[src/rtl/load_writeback_unit.sv]
// Final pipeline stage: ALU result / load writeback into the register file write port.
// Optional macro WB_MISALIGN_TRAP_EN adds misaligned_err and suppresses misaligned loads.
module load_writeback_unit #(
    parameter int unsigned XLEN    = 32,
    parameter int unsigned RADDR_W = 5
) (
    input  logic               clk,
    input  logic               rst_n,
    input  logic               in_valid,
    output logic               in_ready,
    input  logic               in_is_load,
    input  logic [2:0]         in_funct3,
    input  logic [RADDR_W-1:0] in_rd_addr,
    input  logic [XLEN-1:0]    in_result,
    output logic               mem_req_valid,
    input  logic               mem_req_ready,
    output logic [XLEN-1:0]    mem_req_addr,
    input  logic               mem_rsp_valid,
    input  logic [XLEN-1:0]    mem_rsp_data,
    output logic               rf_write_enable,
    output logic [RADDR_W-1:0] rf_rd_addr,
    output logic [XLEN-1:0]    rf_rd_data,
    output logic               busy
`ifdef WB_MISALIGN_TRAP_EN
    ,
    output logic               misaligned_err
`endif
);

    typedef enum logic [1:0] {StIdle, StReq, StWait, StWb} state_e;

    state_e             state_q, state_d;
    logic [2:0]         funct3_q;
    logic [1:0]         offset_q;
    logic               accept;
    logic               load_mis;
    logic [RADDR_W-1:0] rd_next;
    logic [XLEN-1:0]    shifted;
    logic [15:0]        half;
    logic [XLEN-1:0]    load_data;

    always_comb begin
        in_ready = (state_q == StIdle) || (state_q == StWb);
        accept   = in_valid && in_ready;
`ifdef WB_MISALIGN_TRAP_EN
        load_mis = in_is_load &&
                   (((in_funct3[1:0] == 2'b01) && in_result[0]) ||
                    ((in_funct3 == 3'b010) && (in_result[1:0] != 2'b00)));
`else
        load_mis = 1'b0;
`endif
        state_d = state_q;
        unique case (state_q)
            StIdle, StWb: begin
                if (accept) begin
                    if (in_is_load) state_d = load_mis ? StIdle : StReq;
                    else            state_d = StWb;
                end else begin
                    state_d = StIdle;
                end
            end
            StReq:   if (mem_req_ready) state_d = StWait;
            StWait:  if (mem_rsp_valid) state_d = StWb;
            default: state_d = StIdle;
        endcase
        // Destination seen by the write strobe in the cycle after this one.
        rd_next = accept ? in_rd_addr : rf_rd_addr;
    end

    always_comb begin
        shifted = mem_rsp_data >> {offset_q, 3'b000};
        half    = offset_q[1] ? mem_rsp_data[31:16] : mem_rsp_data[15:0];
        case (funct3_q)
            3'b000:  load_data = {{(XLEN-8){shifted[7]}}, shifted[7:0]};
            3'b100:  load_data = {{(XLEN-8){1'b0}}, shifted[7:0]};
            3'b001:  load_data = {{(XLEN-16){half[15]}}, half};
            3'b101:  load_data = {{(XLEN-16){1'b0}}, half};
            default: load_data = mem_rsp_data;
        endcase
    end

    always_ff @(posedge clk or negedge rst_n) begin
        if (!rst_n) begin
            state_q         <= StIdle;
            funct3_q        <= 3'b000;
            offset_q        <= 2'b00;
            mem_req_valid   <= 1'b0;
            mem_req_addr    <= '0;
            rf_write_enable <= 1'b0;
            rf_rd_addr      <= '0;
            rf_rd_data      <= '0;
        end else begin
            state_q         <= state_d;
            mem_req_valid   <= (state_d == StReq);
            rf_write_enable <= (state_d == StWb) && (rd_next != '0);
            if (accept) begin
                rf_rd_addr <= in_rd_addr;
                if (in_is_load) begin
                    funct3_q     <= in_funct3;
                    offset_q     <= in_result[1:0];
                    mem_req_addr <= {in_result[XLEN-1:2], 2'b00};
                end else begin
                    rf_rd_data <= in_result;
                end
            end
            if ((state_q == StWait) && mem_rsp_valid) rf_rd_data <= load_data;
        end
    end

`ifdef WB_MISALIGN_TRAP_EN
    always_ff @(posedge clk or negedge rst_n) begin
        if (!rst_n) misaligned_err <= 1'b0;
        else        misaligned_err <= accept && load_mis;
    end
`endif

    assign busy = (state_q != StIdle);

endmodule

[config.mk]
export PLATFORM = sky130hd
export DESIGN_NAME = load_writeback_unit
export DESIGN_NICKNAME = d
export VERILOG_FILES = /design/src/rtl/load_writeback_unit.sv
export SDC_FILE = /design/constraint.sdc
export NUM_CORES = 1
export LEC_CHECK = 0
export CAP_MARGIN = 10
export CELL_PAD_IN_SITES_DETAIL_PLACEMENT = 0
export CELL_PAD_IN_SITES_GLOBAL_PLACEMENT = 1
export CORE_MARGIN = 2
export CORE_UTILIZATION = 30
export DETAILED_ROUTE_END_ITERATION = 6
export GPL_TIMING_DRIVEN = 0
export PLACE_DENSITY = 0.82
export SYNTH_ARGS = -nofsm -noshare
export SYNTH_HDL_FRONTEND = slang
export SYNTH_SLANG_ARGS = --single-unit
[constraint.sdc]
create_clock -name clk -period 2.1 [get_ports clk]
set_input_delay 0.525 -clock clk [delete_from_list [all_inputs] [get_ports clk]]
set_output_delay 0.525 -clock clk [all_outputs]
set_load 0.02 [all_outputs]
* Yosys cells after proc, flatten, opt, wreduce, memory -nomap -nowiden
Cells that the tools add are included.
** Operators by class
- Reductions and logical operators :: 12
- Shifts and indexed selects :: 1
- Eq/ne operators :: 9
- Multiplexer cells :: 11
** Operators by type and width (number)
- $pmux 32 s4 :: 1
- $mux 32 :: 3
- $shr 32x5->8 :: 1
- $mux 16 :: 1
- $mux 2 :: 4
- $eq 2x2->1 const B :: 3
- $eq 3x3->1 const B :: 2
- $pmux 2 s3 :: 1
- $mux 5 :: 1
- $reduce_bool 5->1 :: 1
- $eq 2x1->1 const B :: 2
- $reduce_and 2->1 :: 2
- $reduce_bool 2->1 :: 2
- $eq 3x1->1 const B :: 1
- $logic_and 1x1->1 :: 3
- $logic_not 3->1 :: 1
- $logic_not 2->1 :: 1
- $ne 2x1->1 const B :: 1
- $reduce_or 2->1 :: 1
- $logic_or 1x1->1 :: 1
** Storage, ports and cells
- Register bits :: 76
- Output and inout port bits :: 73

* Logic depth before layout (Yosys ltp)
- Depth in word-level cells :: 7
- Gate-level depth with buffers :: 8
- Gate-level depth less buffers :: 6

* Worst setup path before layout
Ideal clock, no wire load.
- Path type :: reg2reg
- Start :: reg state_q[1]
- End :: reg rf_write_enable
- Library setup time :: 0.151 ns
- Arrival time :: 1.902 ns
- Stages on the path, launching flop included :: 8
- Data required time :: 1.949 ns
- Setup slack :: 0.047 ns
- Clock period less this slack :: 2.053 ns
- Buffers on the path :: 1
- Path through :: dfrtp_1 > inv_1 > ha_1 > nand2b_1 > clkbuf_1 > mux2_2 > a2111oi_0 > a221oi_1
** RTL lines
- start, declared :: line 32 : state_e state_q, state_d;
- start signal, assigned :: line 84 : state_q <= StIdle;
- start signal, assigned :: line 93 : state_q <= state_d;
- $eq 2x2->1 / $logic_not 2->1 (equally long branches) :: line 43 : in_ready = (state_q == StIdle) || (state_q == StWb);
- $logic_or 1x1->1 * :: line 43
- $logic_and 1x1->1 * :: line 44 : accept = in_valid && in_ready;
- $mux 5 *
- named net rd_next[3] :: line 37 : logic [RADDR_W-1:0] rd_next;
- $reduce_bool 5->1 * :: line 95 : rf_write_enable <= (state_d == StWb) && (rd_next != '0);
- $logic_and 1x1->1 * :: line 95
- end signal, assigned :: line 95
- end, declared :: line 20 : output logic rf_write_enable,
Mark *: on every way through the listed nets, which the timed path passes. The rest lies on a longest branch.
A chain may end at the register's enable or synchronous reset.

* Final worst setup path
- Start :: in mem_rsp_data[15]
- End :: reg rf_rd_data[22]
** On the way
- Cells in the longest elaborated chain, start to end :: 3
** RTL lines
- start, declared :: line 19 : input logic [XLEN-1:0] mem_rsp_data,
- $shr 32x5->8 / $mux 16 (equally long branches) :: line 71, 72
- $pmux 32 s4 * :: line 73 : case (funct3_q)
- $mux 32 * :: line 106 : if ((state_q == StWait) && mem_rsp_valid) rf_rd_data <= load_data;
- end signal, assigned :: line 103 : rf_rd_data <= in_result;
- end signal, assigned :: line 106
- end, declared :: line 22 : output logic [XLEN-1:0] rf_rd_data,
Every way passes the cells marked *; elsewhere a longest branch is shown, timed or not.

==> results.py <==
metrics = {
    "setup_path": {
        "end_kind": "flip-flop",
        "crit_fanout": 10,
        "critPathRequiredTime_ps": 2340,
        "critical_path_class": "input port to flip-flop",
        "crit_path_start_kind": "input port",
        "worstPathArrival_ps": 2290,
    },
    "route": {
        "drc_errors": 0,
        "viasPerCell": 4.92,
        "firstDrtPassIters": 5,
        "wl_um": 12300,
        "met1_length_um": 5380,
        "via_count": 3295,
        "dr_wl_met3_um": 748,
        "wl_per_cell_um": 18.3,
        "highest_layer": "met4",
        "wl_met2_um": 5950,
        "drt_first_iter_violations": 168,
        "detail-route-antenna-nets": 0,
    },
    "power": {
        "p_leak_nw": 2.54,
        "total_power_mw": 9.20,
        "peakVddDrop_uv": 604,
        "powerDensity_nw_per_um2": 1570,
    },
    "yosys": {
        "ys_top_cells_by_area": "dfrtp_1, mux2_2, mux2i_1",
        "synth_top_family_by_area": "multiplexers",
        "synthAdderAreaFrac": 0.0133,
        "syn_avg_cell_area_um2": 11.3,
        "synth_xor_xnor_area_share": 0,
        "ys_warn_count": 0,
        "synthMuxAreaShare": 0.210,
        "netlist_area_um2": 3770,
        "ys_ff_latch": 76,
        "synth_area_leader_cell": "dfrtp_1",
        "synth_compound_area_frac": 0.125,
        "yosys.area_share.simple": 0.110,
        "syn_inst": 335,
        "yosysUniqueCellTypes": 38,
        "ys_seq_area_frac": 0.504,
        "synth_top_area_frac": 0.504,
    },
    "place": {
        "pre_cts_slack_ps": -605,
        "routabilityCongestion": 0.897,
        "io_buffers": 148,
        "dp.final_hpwl_um": 9400,
        "placed_area_um2": 5490,
    },
    "die": {
        "die_area_um2": 13500,
        "ioPinCount": 151,
        "initial_core_util": 0.310,
        "fp.dieW_um": 116,
        "num_rows": 40,
        "die_y_um": 116,
        "core_area_um2": 12200,
    },
    "timing": {
        "fin_crit_sh": 0.975,
        "tns_ps": 0,
        "fin_ws_ps": 52.4,
        "worst_pin_slew_ps": 519,
        "finalMaxSlewViolations": 0,
        "max-slew-margin-rel": 0.654,
        "fmax_mhz": 488,
        "fin_crit_ps": 2050,
        "whs_ps": 56.2,
        "setup_violations": 0,
        "hold_viol_final": 0,
        "finalClockSkew_ps": 5.80,
        "rsz0062_at_grt": "false",
    },
    "global_routing": {
        "grt_overflow": 0,
        "antenna_found_initial": 0,
        "grt_start_max_net_pins": 63,
        "grt_pass1_wl_um": 18800,
        "grt_pass1_vias": 3457,
        "grt_usage": 0.185,
    },
    "clock_network": {
        "clock-sinks": 76,
        "cts_made_buffers": 9,
        "cts_tree": "built",
        "cts_root_buf": "clkbuf_16",
        "clk_pin_slew_ps": 60,
        "cts_hold_buf": 0,
        "ctsLongestPathBuffers": 2,
        "clk-insertion-delay-late_ps": 330,
        "htreeDepth": 3,
    },
    "hold_path": {
        "hp-class": "input port to asynchronous set/reset pin",
    },
    "cells_and_area": {
        "final_cell_mix": "clkdlybuf4s50_1, dfrtp_1, mux2_2, nand2_1, mux2i_1",
        "n_antenna_cell": 0,
        "design_area_um2": 5870,
        "layout-drive-gt1-share": 0.167,
        "num-fill-cells": 1173,
        "nets": 580,
        "syn_to_final_growth_pct": 55.6,
        "layout_commonest_cell": "clkdlybuf4s50_1",
    },
    "flow_run": {
        "drv_cap": 0,
    },
    "status": {
        "status": "finished, final reports clean",
    },
}
area by class of cell:
class                   count  area [um^2]  share of cell area
well taps                 168          210              0.0358
multi-input cells         229         1770               0.302
inverters                   5         18.8             0.00320
plain buffers              24          129              0.0219
clock inverters             6         80.1              0.0136
clock buffers               9          225              0.0383
repair buffers            153         1540               0.261
flip-flops and latches     76         1900               0.324
power breakdown:
part	total (mW)	switching [mW]	internal (mW)
logic	4.96	2.51	2.46
clock network	1.61	0.589	1.02
registers	2.63	0.417	2.21
timing repair:
action,in CTS,in global routing
resized for setup,18,8
buffers inserted,0,4
gates cloned,0,0
pin swaps,0,1
endpoints found under the setup margin,58,55
path summary, 6_finish.rpt:
path	cells past startpoint	endpoint	startpoint	slack (ps)
worst max-delay path	6	rf_rd_data[22]$_DFFE_PN0P_	mem_rsp_data[15]	50
worst min-delay path	1	mem_req_addr[5]$_DFFE_PN0P_	rst_n	60
worst max register to register	6	mem_req_addr[24]$_DFFE_PN0P_	state_q[1]$_DFF_PN0_	130
worst min register to register	1	mem_req_addr[18]$_DFFE_PN0P_	mem_req_addr[18]$_DFFE_PN0P_	500
max in group asynchronous	2	rf_rd_data[10]$_DFFE_PN0P_	rst_n	1450
min in group clk	1	mem_req_addr[18]$_DFFE_PN0P_	mem_req_addr[18]$_DFFE_PN0P_	500
synth_stat cells (all sizes together):
cell type	count
or3	4
o22ai	2
o221ai	2
o21a	2
mux2	42
or2	1
nor3b	5
o22a	1
clkbuf	18
ha	4
a21oi	14
mux2i	32
or2b	1
o211ai	16
dfrtp	76
buf	8
nand3	19
a2111oi	1
a32oi	6
a2111o	1
or3b	1
o21bai	3
and3	3
a221oi	9
and3b	1
nor2	6
and2	1
conb	1
nand2	34
nor2b	3
inv	5
a21o	4
nand2b	5
a211o	1
o21ai	3
per-stage QoR:
stage / instances / util
after global routing: 670 / 0.483
after detailed placement: 653 / 0.452
after global placement: 652 / 0.450
after CTS: 667 / 0.480
after floorplan: 336 / -
final: 670 / 0.483
metal layers:
layer	global-route usage	up-vias
li1	-	1551
met1	0.240	1622
met2	0.300	106
met3	0.0540	16
met4	0.0548	0
met5	0	-
state kept, by name, indices dropped and copies added, names as in the netlist:
name,flops
rf_rd_addr,5
funct3_q,3
offset_q,2
rf_write_enable,1
mem_req_valid,1
rf_rd_data,32
state_q,2
mem_req_addr,30
critical path, stage by stage:
cell and delay, ps:
clkdlybuf4s50_1 570, mux2i_1 160, o22a_1 250, a2111o_1 500, buf_6 200, o211ai_1 90
logic make-up (layout without fill, tap and decap cells):
| kind of cell | after synthesis | count (layout) |
|---|---|---|
| flops | 76 | 76 |
| compound gates | 65 | 65 |
| buf+inv | 31 | 197 |
| fa+ha+maj | 4 | 4 |
| mux | 74 | 74 |
| simple gates | 84 | 84 |
| other cells | 1 | 2 |
(Power assumes the default switching activity.)
==> edit 1: new RTL, config.mk and constraints unchanged <==
`RADDR_W`: 5 -> 7.
--- a/src/rtl/load_writeback_unit.sv
+++ b/src/rtl/load_writeback_unit.sv
@@ -2,7 +2,7 @@
 // Optional macro WB_MISALIGN_TRAP_EN adds misaligned_err and suppresses misaligned loads.
 module load_writeback_unit #(
     parameter int unsigned XLEN    = 32,
-    parameter int unsigned RADDR_W = 5
+    parameter int unsigned RADDR_W = 7
 ) (
     input  logic               clk,
     input  logic               rst_n,
Ports: changed (resized in_rd_addr and rf_rd_addr); port bits go from 151 to 155. No check against the original RTL was run, so the function may have changed too.
==> edit 1 against the unedited design <==
Cell area rose by 2.4%. Non-clock buffer count rose by 3. Critical endpoint is now rf_rd_data[28]. Area after synthesis rose by 3.8%. Routed wire length rose by 6.1%. Total power rose by 0.76%. Worst setup slack improved by 0.025 ns. Sequential cell count rose by 2.
==> edit 1: results (changes against the unedited design) <==
status finished, final reports clean; multi-input logic cell count 232 (+1.3%); dpl hpwl 9670 um (+2.9%); post-route insts no fill 686 (+2.4%); met3 Use GR 6.71% (+1.3 points); Clk power 1490 uW (-7%); Fillers 1172 (-0.085%); Synth Area in Compound Gates 15.7% (+3.2 points); Setup Skew 0.00657 ns (+0.000772 ns); Synth top cells by count dfrtp_1 (78), mux2_2 (43), mux2i_1 (26), o21ai_0 (25), nand3_1 (18); slowest CP cell mux4_2; first-pass GRT wire length 20100 um (+6.8%); Peak VDD IR 658 uV (+9.1%); number of global-route vias before repair 3615 (+4.6%); Detailed Routing Iterations Pass 1 4 (-1); worst hold margin 0.172 ns (+0.116 ns); Placed Cells incl. Taps 670 (+2.6%); flip-flop and latch power 2730 uW (+4%); Non-clock inverters 8 (+3); crit share post-route 96.3% (-1.2 points); DRT iter0 DRCs 305 (+82%); met1 GRT Util 23.8% (-0.25 points); vias 3472 (+5.4%); area of the multi-input gates 1840 sq um (+4.0%); CP Data Arrival Time 2.23 ns (-0.06 ns); NonClk Buf Share 28.1% (-0.19 points); CTS sink count 78 (+2.6%); clk cell area share 4.68% (-0.52 points); metal3 WL 1070 um (+43%); Total GRT Usage 18.6% (+0.15 points); Non-Clock Buffer Count 180 (+1.7%); Clk pwr share 16.0% (-1.5 points); Layout clock buffers 16 (+7); Mapped Cells 345 (+3.0%)
==> edit 1: changes by cell type in the layout (fill, tap and decap cells not counted), moves of 4 or more <==
| cell | delta |
|---|---|
| clkbuf_1 | +4 |
| and3_1 | +4 |
| clkinv_2 | -4 |
| nor2_1 | +5 |
| o21ai_0 | +22 |
| nor2b_1 | +8 |
| nand2_1 | -24 |
| a21oi_1 | -5 |
| a211oi_1 | +8 |
| nor3b_1 | -5 |
| mux2i_1 | -6 |
| a22o_1 | +6 |
==> edit 1: worst max-delay path by stage <==
| stage | from | end | cells after the start |
|---|---|---|---|
| floorplan | state_q[0] | rf_write_enable | 7 |
| global placement | rst_n | mem_req_addr[22] | 1 |
| detailed placement | mem_rsp_valid | rf_rd_data[7] | 6 |
| CTS | state_q[0] | rf_rd_data[7] | 6 |
| global route | state_q[1] | mem_req_addr[6] | 6 |
| finish | mem_rsp_data[31] | rf_rd_data[28] | 6 |
==> edit 2: new RTL, config.mk and constraints unchanged <==
Without the edit above. Encoding of `state_e`: now one-hot (4 bits for 4 states).
--- a/src/rtl/load_writeback_unit.sv
+++ b/src/rtl/load_writeback_unit.sv
@@ -27,7 +27,7 @@
 `endif
 );
 
-    typedef enum logic [1:0] {StIdle, StReq, StWait, StWb} state_e;
+    typedef enum logic [3:0] {StIdle = 4'b0001, StReq = 4'b0010, StWait = 4'b0100, StWb = 4'b1000} state_e;
 
     state_e             state_q, state_d;
     logic [2:0]         funct3_q;
Check against the original RTL: same outputs for any inputs over 10 cycles, from zero or initial values and one cycle with rst_n low; not proved beyond that.
==> edit 2 against the unedited design <==
Routed wire length grew 3.0%. Cell area up 1.9%. Area after synthesis rose by 3.1%. Synthesized cell count increased by 1.5%. Worst setup slack got worse by 0.014 ns. Utilization down 0.88 points. Total power fell by 3.8%. Sequential cell count is 2 higher. Sequential share of layout area grew 0.28 points. Non-clock buffer count is 4 higher. Sequential power up 3%. Worst hold slack worse by 0.0021 ns. Clock skew down 0.0012 ns. Critical endpoint is now rf_rd_data[11].
==> edit 2: results (changes against the unedited design) <==
status finished, final reports clean; top cells by area, synth dfrtp_1 (50%), mux2_2 (12%), mux2i_1 (7.2%), o211ai_1 (3.1%), nand3_1 (2.4%); DRT iter0 DRCs 218 (+30%); number of global-route vias before repair 3518 (+1.8%); dpl ws -0.566 ns (+0.0392 ns); Yosys cell types 46 (+21%); met3 Use GR 5.47% (+0.078 points); FF-to-FF path depth 7 (+1); initial antenna violation count 0 (unchanged); first-pass GRT wire length 19600 um (+4.4%); Detailed Routing Iterations Pass 1 4 (-1); Switching Fraction 38.6% (+0.37 points); DP Area 5620 sq um (+2.2%); Synth top cells by count dfrtp_1 (77), mux2_2 (42), mux2i_1 (28), nand3_1 (19), o211ai_1 (16); share of flip-flops with an asynchronous set or reset 100% (unchanged); DR WL/cell 18.5 um (+1.2%); DR vias/cell 4.98 (+1.3%); post-synthesis sequential area ratio 50.2% (-0.19 points); met1 GRT Util 24.0% (about the same); largest net degree at the start of global routing 62 (-1.6%); CTS HTree Levels 3 (unchanged); M2 GR Usage 28.7% (-1.3 points); CTS Buf Count 9 (unchanged); nets@finish 583 (+0.52%); Adder-Cell Fraction of Synth Area 0% (-1.3 points); worst-margin pin slew 0.538 ns (+0.0187 ns); CP Data Arrival Time 2.29 ns (about the same); RD Place Congestion 0.943 (+5.2%); Synth Area in Compound Gates 10.5% (-2.0 points); Peak VDD IR 661 uV (+9.6%); Setup Skew 0.00457 ns (-0.00123 ns); Leakage 0.00250 uW (-1.4%); CP Max Fanout 7 (-3); mux cell area share after synthesis 19.9% (-1.1 points); fraction of layout cells with a size suffix above 1 19.8% (+3.1 points); dpl hpwl 9600 um (+2.2%); Synth Area in XOR/XNOR 0.450% (+0.45 points); Fillers 1219 (+3.9%); Total GRT Usage 18.4% (-0.079 points)
edit 2: cell count changes in the layout (fill, tap and decap cells not counted), moves of 6 or more:
| cell | change |
|---|---|
| a21oi_1 | -6 |
| a221oi_1 | -9 |
| o21ai_0 | +6 |
| nor3_1 | +14 |
| a32oi_1 | -6 |
| nor2b_1 | +8 |
| nand2_1 | -24 |
| o22ai_1 | +11 |
edit 2: worst paths after layout:
| check | start | to | slack [ns] |
|---|---|---|---|
| hold / removal | rst_n | mem_req_addr[20] | 0.05 |
| min in group clk | mem_req_addr[24] | mem_req_addr[24] | 0.50 |
| setup / recovery | mem_rsp_data[15] | rf_rd_data[11] | 0.04 |
| hold reg to reg | mem_req_addr[24] | mem_req_addr[24] | 0.50 |
| max in group asynchronous | rst_n | state_q[0] | 1.41 |
| setup reg to reg | state_q[0] | rf_rd_data[2] | 0.07 |
edit 2: cells by family (layout without fill, tap and decap cells):
family                 Yosys count  in the layout
XOR/XNOR                         2              2
other                            1              2
AO/OA/AOI/OAI                   62             62
flip-flops                      78             78
buffers and inverters           33            202
multiplexers                    71             71
AND/OR/NAND/NOR                 93             93
edit 2: through the flow:
stage	TNS, ns	instances	util, %
after floorplan	0	341	-
after global placement	-197.25	661	44.3
after detailed placement	-17.90	662	44.5
after CTS	0	681	47.0
after global routing	-0.311	682	47.4
final	0	682	47.4
edit 2: metal layers:
| metal | routed length, um | up-vias | part of all wire, % |
|---|---|---|---|
| met3 | 888 | 21 | 7.0 |
| met1 | 5590 | 1660 | 44 |
| li1 | - | 1592 | - |
| met5 | 0 | - | 0 |
| met2 | 5870 | 126 | 46 |
| met4 | 285 | 0 | 2.3 |
edit 2: timing repair:
action	CTS	global route
pin swaps	1	3
hold endpoints to repair	0	0
setup endpoints to repair	61	54
setup buffers	4	2
gates resized for setup	16	19
edit 2: critical path, cell delays in order:
cell,delay [ns]
clkdlybuf4s50_1,0.43
mux4_2,0.51
nor3b_4,0.20
or4_1,0.48
nor3b_1,0.15
edit 2: power groups by stage:
| stage | clock [uW] | sequential (uW) | combinational [uW] |
|---|---|---|---|
| floorplan | 0 | 3470 | 1760 |
| global placement | 0 | 2650 | 4610 |
| detailed placement | 0 | 2690 | 4680 |
| CTS | 1470 | 2680 | 4720 |
| global route | 1550 | 2800 | 5010 |
| finish | 1440 | 2700 | 4720 |
edit 2: area by class of cell:
class                      instances  area (sq um)  share of cell area (%)
timing repair buffer             155          1550                    25.9
clock inverter                     5          25.0                   0.418
tap                              172           215                    3.60
clock buffer                      11           243                    4.06
inverter                           5          18.8                   0.314
multi-input combinational        230          1820                    30.3
sequential                        78          1950                    32.7
buffer                            26           163                    2.72
